<file path="src/rtl/pulse_sequencer.sv">
`timescale 1ns/1ps
// Multi-channel pulse-sequence generator: NCH gate windows plus one attenuator window
// inside a repeating period, with a shadowed config set and a start/stop/shot-count run controller.
module pulse_sequencer #(
  parameter int NCH = 4,
  parameter int CW  = 32,
  parameter int AW  = 7,
  parameter int SW  = 16
) (
  input  logic              clk_pll,
  input  logic              reset,
  input  logic [CW-1:0]     period,
  input  logic [NCH*CW-1:0] ch_start,
  input  logic [NCH*CW-1:0] ch_stop,
  input  logic [NCH-1:0]    ch_en,
  input  logic [NCH-1:0]    ch_pol,
  input  logic [CW-1:0]     att_start,
  input  logic [CW-1:0]     att_stop,
  input  logic [AW-1:0]     att_in,
  input  logic [AW-1:0]     att_out_lvl,
  input  logic [SW-1:0]     shots,
  input  logic              load,
  input  logic              start,
  input  logic              stop,
  output logic [NCH-1:0]    ch_out,
  output logic [AW-1:0]     att,
  output logic              sync,
  output logic              busy,
  output logic              done,
  output logic [SW-1:0]     shot_cnt,
  output logic [1:0]        dbg_state
);

  // Control is strobe based: load/start/stop are single-cycle pulses sampled on the
  // rising edge with no back-pressure; done and sync are single-cycle pulses out.
  typedef enum logic [1:0] {
    S_IDLE = 2'd0,
    S_RUN  = 2'd1,
    S_LAST = 2'd2
  } state_t;

  typedef struct packed {
    logic [CW-1:0]     period;
    logic [NCH*CW-1:0] ch_start;
    logic [NCH*CW-1:0] ch_stop;
    logic [NCH-1:0]    ch_en;
    logic [NCH-1:0]    ch_pol;
    logic [CW-1:0]     att_start;
    logic [CW-1:0]     att_stop;
    logic [AW-1:0]     att_in;
    logic [AW-1:0]     att_out_lvl;
    logic [SW-1:0]     shots;
  } cfg_t;

  cfg_t           w_cfg_in;
  cfg_t           r_shadow;
  cfg_t           r_active;
  logic           r_pend;
  state_t         r_state;
  state_t         w_state_nxt;
  logic [CW-1:0]  r_cnt;
  logic [SW-1:0]  r_shot_cnt;
  logic [NCH-1:0] r_ch_out;
  logic [AW-1:0]  r_att;
  logic           r_sync;
  logic           r_done;

  logic           w_at_end;
  logic           w_final;
  logic           w_run_start;
  logic           w_terminate;
  logic           w_active_run;
  logic [NCH-1:0] w_ch_win;
  logic           w_att_win;

  assign w_cfg_in = '{period: period, ch_start: ch_start, ch_stop: ch_stop,
                      ch_en: ch_en, ch_pol: ch_pol, att_start: att_start,
                      att_stop: att_stop, att_in: att_in,
                      att_out_lvl: att_out_lvl, shots: shots};

  assign w_at_end = (r_cnt == r_active.period);
  assign w_final  = (r_active.shots != '0) &&
                    (SW'(r_shot_cnt + 1'b1) == r_active.shots);

  always_comb begin
    w_state_nxt = r_state;
    w_run_start = 1'b0;
    w_terminate = 1'b0;
    case (r_state)
      S_IDLE: begin
        if (start) begin
          w_state_nxt = S_RUN;
          w_run_start = 1'b1;
        end
      end
      S_RUN: begin
        if (w_at_end && (w_final || stop)) begin
          w_state_nxt = S_IDLE;
          w_terminate = 1'b1;
        end else if (!w_at_end && stop) begin
          w_state_nxt = S_LAST;
        end
      end
      S_LAST: begin
        if (w_at_end) begin
          w_state_nxt = S_IDLE;
          w_terminate = 1'b1;
        end
      end
      default: w_state_nxt = S_IDLE;
    endcase
  end

  always_ff @(posedge clk_pll or posedge reset) begin
    if (reset) r_state <= S_IDLE;
    else       r_state <= w_state_nxt;
  end

  assign w_active_run = (r_state != S_IDLE);

  always_comb begin
    w_ch_win = '0;
    for (int i = 0; i < NCH; i++) begin
      w_ch_win[i] = r_active.ch_en[i] &&
                    (r_cnt >= r_active.ch_start[i*CW +: CW]) &&
                    (r_cnt <  r_active.ch_stop[i*CW +: CW]);
    end
  end

  assign w_att_win = (r_cnt >= r_active.att_start) && (r_cnt < r_active.att_stop);

  always_ff @(posedge clk_pll or posedge reset) begin
    if (reset) begin
      r_cnt      <= '0;
      r_shot_cnt <= '0;
    end else begin
      if (w_run_start) r_shot_cnt <= '0;
      else if (w_active_run && w_at_end) r_shot_cnt <= r_shot_cnt + 1'b1;
      if (!w_active_run || w_at_end) r_cnt <= '0;
      else                           r_cnt <= r_cnt + 1'b1;
    end
  end

  // A load arriving in the boundary cycle itself is kept pending for the following boundary.
  always_ff @(posedge clk_pll or posedge reset) begin
    if (reset) begin
      r_shadow <= '0;
      r_active <= '0;
      r_pend   <= 1'b0;
    end else begin
      if (load) r_shadow <= w_cfg_in;
      if (!w_active_run) begin
        if (r_pend) r_active <= r_shadow;
        if (load && start) r_active <= w_cfg_in;
        r_pend <= load;
      end else if (w_at_end) begin
        if (r_pend) r_active <= r_shadow;
        r_pend <= load;
      end else if (load) begin
        r_pend <= 1'b1;
      end
    end
  end

  // The terminating cycle already shows idle levels rather than the c == period window.
  always_ff @(posedge clk_pll or posedge reset) begin
    if (reset) begin
      r_ch_out <= '0;
      r_att    <= '0;
      r_sync   <= 1'b0;
      r_done   <= 1'b0;
    end else begin
      r_done <= w_terminate;
      if (w_active_run && !w_terminate) begin
        r_ch_out <= r_active.ch_pol ^ w_ch_win;
        r_att    <= w_att_win ? r_active.att_in : r_active.att_out_lvl;
        r_sync   <= (r_cnt == '0);
      end else begin
        r_ch_out <= r_active.ch_pol;
        r_att    <= r_active.att_out_lvl;
        r_sync   <= 1'b0;
      end
    end
  end

  assign ch_out    = r_ch_out;
  assign att       = r_att;
  assign sync      = r_sync;
  assign busy      = w_active_run;
  assign done      = r_done;
  assign shot_cnt  = r_shot_cnt;
  assign dbg_state = r_state;

endmodule

</file>
<file path="config.mk">
export PLATFORM = sky130hd
export DESIGN_NAME = pulse_sequencer
export DESIGN_NICKNAME = d
export VERILOG_FILES = /design/src/rtl/pulse_sequencer.sv
export SDC_FILE = /design/constraint.sdc
export NUM_CORES = 2
export LEC_CHECK = 0
export BUFFER_PORTS_ARGS = -buffer_cell sky130_fd_sc_hd__buf_2
export CORE_ASPECT_RATIO = 0.9
export CORE_UTILIZATION = 42
export DETAILED_ROUTE_END_ITERATION = 7
export PLACE_DENSITY = 0.6
export SLEW_MARGIN = 20
export SYNTH_ARGS = -nofsm -noshare
export SYNTH_HDL_FRONTEND = slang
export SYNTH_SLANG_ARGS = --single-unit
</file>
<file path="constraint.sdc">
create_clock -name clk_pll -period 32.3 [get_ports clk_pll]
set_input_delay 6.46 -clock clk_pll [delete_from_list [all_inputs] [get_ports clk_pll]]
set_output_delay 6.46 -clock clk_pll [all_outputs]
set_load 0.02 [all_outputs]
</file>
==> results.yml <==
finish:
  ff_latch_area_um2: 21160
  area_growth_pct: 15.65
  multi_input_area_um2: 19400
  nets: 5154
  drive_gt1_share_pct: 24.01
  fillers: 9257
routing:
  vias: 32940
  avgRoutedWirePerCell_um: 22.57
  drtIter0Drc: 2637
  ant_nets: 0
  drc: 0
  routed_via_density: 5.614
  drt-total-wl_mm: 132.4
  first_pass_iters: 5
clock_network:
  cts.sinks: 844
  cts_setup_buffers: 0
  cts_hold_buffers: 0
  clkLatencyLatePin_ns: 0.67
  path_clk_slew_ns: 0.06
  cts-buffers-inserted: 94
  cts_buffer_depth: 3
  htreeDepth: 3
  cts_tree: "yes"
  cts.repair.resized: 0
  cts_root_buf: "clkbuf_16"
run:
  max_cap_violations: 0
worst_setup_path:
  cp_max_fo: 195
  crit_top_cell: "buf_4"
  worstSetupStartpointType: "input port"
  cp_slowest_cell: "a21oi_4"
  crit_buf_inv: 4
  crit_path_end_kind: "flop"
  required_ns: 32.89
  crit_type: "input port to flop"
  crit_chain: "buf_8, nand3_4, a21oi_4, buf_12, buf_4, buf_4, nor2_1, a21oi_1"
  arrival_ns: 11.57
  crit_family: "buffers and inverters"
  slowest_delay_ns: 1.01
place:
  dp_slack_ns: 20.51
  port_buffers: 426
  globalplace.congestion: 0.8676
  hpwl_mm: 83.61
die:
  core_um2: 100300
  die_h_um: 304.4
  dieArea_um2: 102900
  chipWidth_um: 338.0
  rows: 110
  io_pins: 427
  initial_utilization_pct: 42.53
synthesis:
  syn_area_per_cell_um2: 10.40
  ys.flop_type: "dfrtp_1"
  syn_inst: 4101
  synth_top_area_share_pct: 49.50
  syn_nets: 4817
  synth_common_cells: "dfrtp_1 (844), a21oi_1 (490), nor2_1 (471)"
  ys_ff_latch: 844
  yosysTopAreaCell: "dfrtp_1"
  netlist_area_um2: 42670
  synth-edff-count: 0
  synth_cell_types: 73
  yosysMostFrequentCell: "dfrtp_1"
  yosysSeqAreaShare_pct: 49.50
  synth.area.top_cells: "dfrtp_1 (50%), mux2_2 (10%), ha_1 (9.4%)"
  yosys_warnings: 0
  async_reset_ff_share_pct: 100.0
power_and_ir_drop:
  pwr_density_cell_nw_per_um2: 80.33
  irDropWorstVdd_mv: 0.06898
  p_leak_nw: 23.50
global_routing:
  overflow: 0
  antenna_found_initial: 30
  grt_util_all_layers_pct: 25.84
  grt_max_degree: 196
  grt_pass1_vias: 32860
  grt_pass1_wl_mm: 201.5
hold_path:
  worst_hold_path_type: "flop to flop"
timing:
  postLayoutSetupSlackWorst_ns: 21.32
  rsz0062_at_grt: "false"
  clock_skew_ns: 0.02050
  period_share_pct: 33.99
  relSlewSlack_pct: 22.89
  tns_ns: 0
  fmax_ghz: 0.09108
  layout_min_cycle_time_ns: 10.98
  slew_viol_final: 0
  setup-violations-final: 0
  worstMarginPinSlew_ns: 1.157
  hold_viol: 0
run_status:
  outcome: "finished, final reports clean"
## worst paths after layout
kind                                                from                         to  slack (ns)  depth (start not counted)
worst max-delay path                                load  r_active[112]$_DFFE_PP0N_       21.32                          8
worst min-delay path            r_active[97]$_DFFE_PP0N_        ch_out[3]$_DFF_PP0_        0.49                          1
worst max register to register       r_cnt[31]$_DFF_PP0_  r_active[112]$_DFFE_PP0N_       25.55                         11
worst min register to register  r_active[97]$_DFFE_PP0N_        ch_out[3]$_DFF_PP0_        0.49                          1
max in group asynchronous                          reset   r_shadow[43]$_DFFE_PP0P_       23.29                          5
min in group asynchronous                          reset  r_shadow[197]$_DFFE_PP0P_        5.93                          2
## layer usage
metal / global-route usage (%) / part of all wire [%] / vias to the layer above
met5: 0 / 0.060 / -
met2: 40.56 / 46 / 917
li1: - / - / 15380
met4: 8.324 / 3.1 / 12
met3: 5.181 / 6.5 / 232
met1: 35.66 / 44 / 16400
## power by group
part	total (mW)	internal [mW]	switching [mW]
sequential	1.55	1.36	0.186
combinational	1.29	0.471	0.818
clock	1.13	0.670	0.457
## area by class of cell
| cell class | count | share of cell area (%) |
|---|---|---|
| Inverter | 325 | 2.487 |
| Tap cell | 1344 | 3.408 |
| Clock inverter | 31 | 0.7886 |
| Antenna cell | 12 | 0.06085 |
| Timing Repair Buffer | 483 | 5.325 |
| Multi-Input combinational cell | 2690 | 39.31 |
| Sequential cell | 844 | 42.88 |
| Clock buffer | 138 | 5.741 |
## metrics by stage
stage	cells	util (%)	instance area, um^2	hold WS (ns)	power, mW
global placement	5685	45.91	46070	0.4702	2.813
floorplan	4101	-	42670	0.4423	2.467
CTS	5854	49.12	49290	0.4880	3.987
global route	5865	49.18	49340	0.5133	4.232
detailed placement	5685	45.91	46070	0.4716	2.846
finish	5867	49.18	49350	0.4907	3.964
## flip-flops by register name, summed over array words and instances (netlist names)
| register | flops |
|---|---|
| att | 7 |
| ch_out | 4 |
| dbg_state | 2 |
| done | 1 |
| r_active | 390 |
| r_cnt | 32 |
| r_pend | 1 |
| r_shadow | 390 |
| shot_cnt | 16 |
| sync | 1 |
## cell families (layout without fill, tap and decap cells)
| kind of cell | count (synthesis) | count (layout) | synth area share, % |
|---|---|---|---|
| flip-flops | 844 | 844 | 49.50 |
| AND/OR/NAND/NOR | 768 | 768 | 8.314 |
| XOR/XNOR | 78 | 78 | 1.689 |
| adder cells (fa/ha/maj) | 321 | 321 | 9.413 |
| AO/OA/AOI/OAI | 1126 | 1126 | 15.41 |
| multiplexers | 397 | 397 | 10.54 |
| buffers and inverters | 567 | 977 | 5.135 |
| other | 0 | 12 | 0 |
## cell usage in the layout, fill, tap and decap left out, drive strengths merged, types with 20 or more instances in the layout
cell	count
clkbuf	138
buf	483
nor4	30
nand2	58
mux2	397
a21o	48
inv	327
ha	321
o22ai	391
a21oi	492
o21ai	96
xnor2	21
dfrtp	844
nand3	29
nor2	472
xor2	55
nor3	25
nand4	62
a211oi	20
Power figures use the tool's default switching activity.
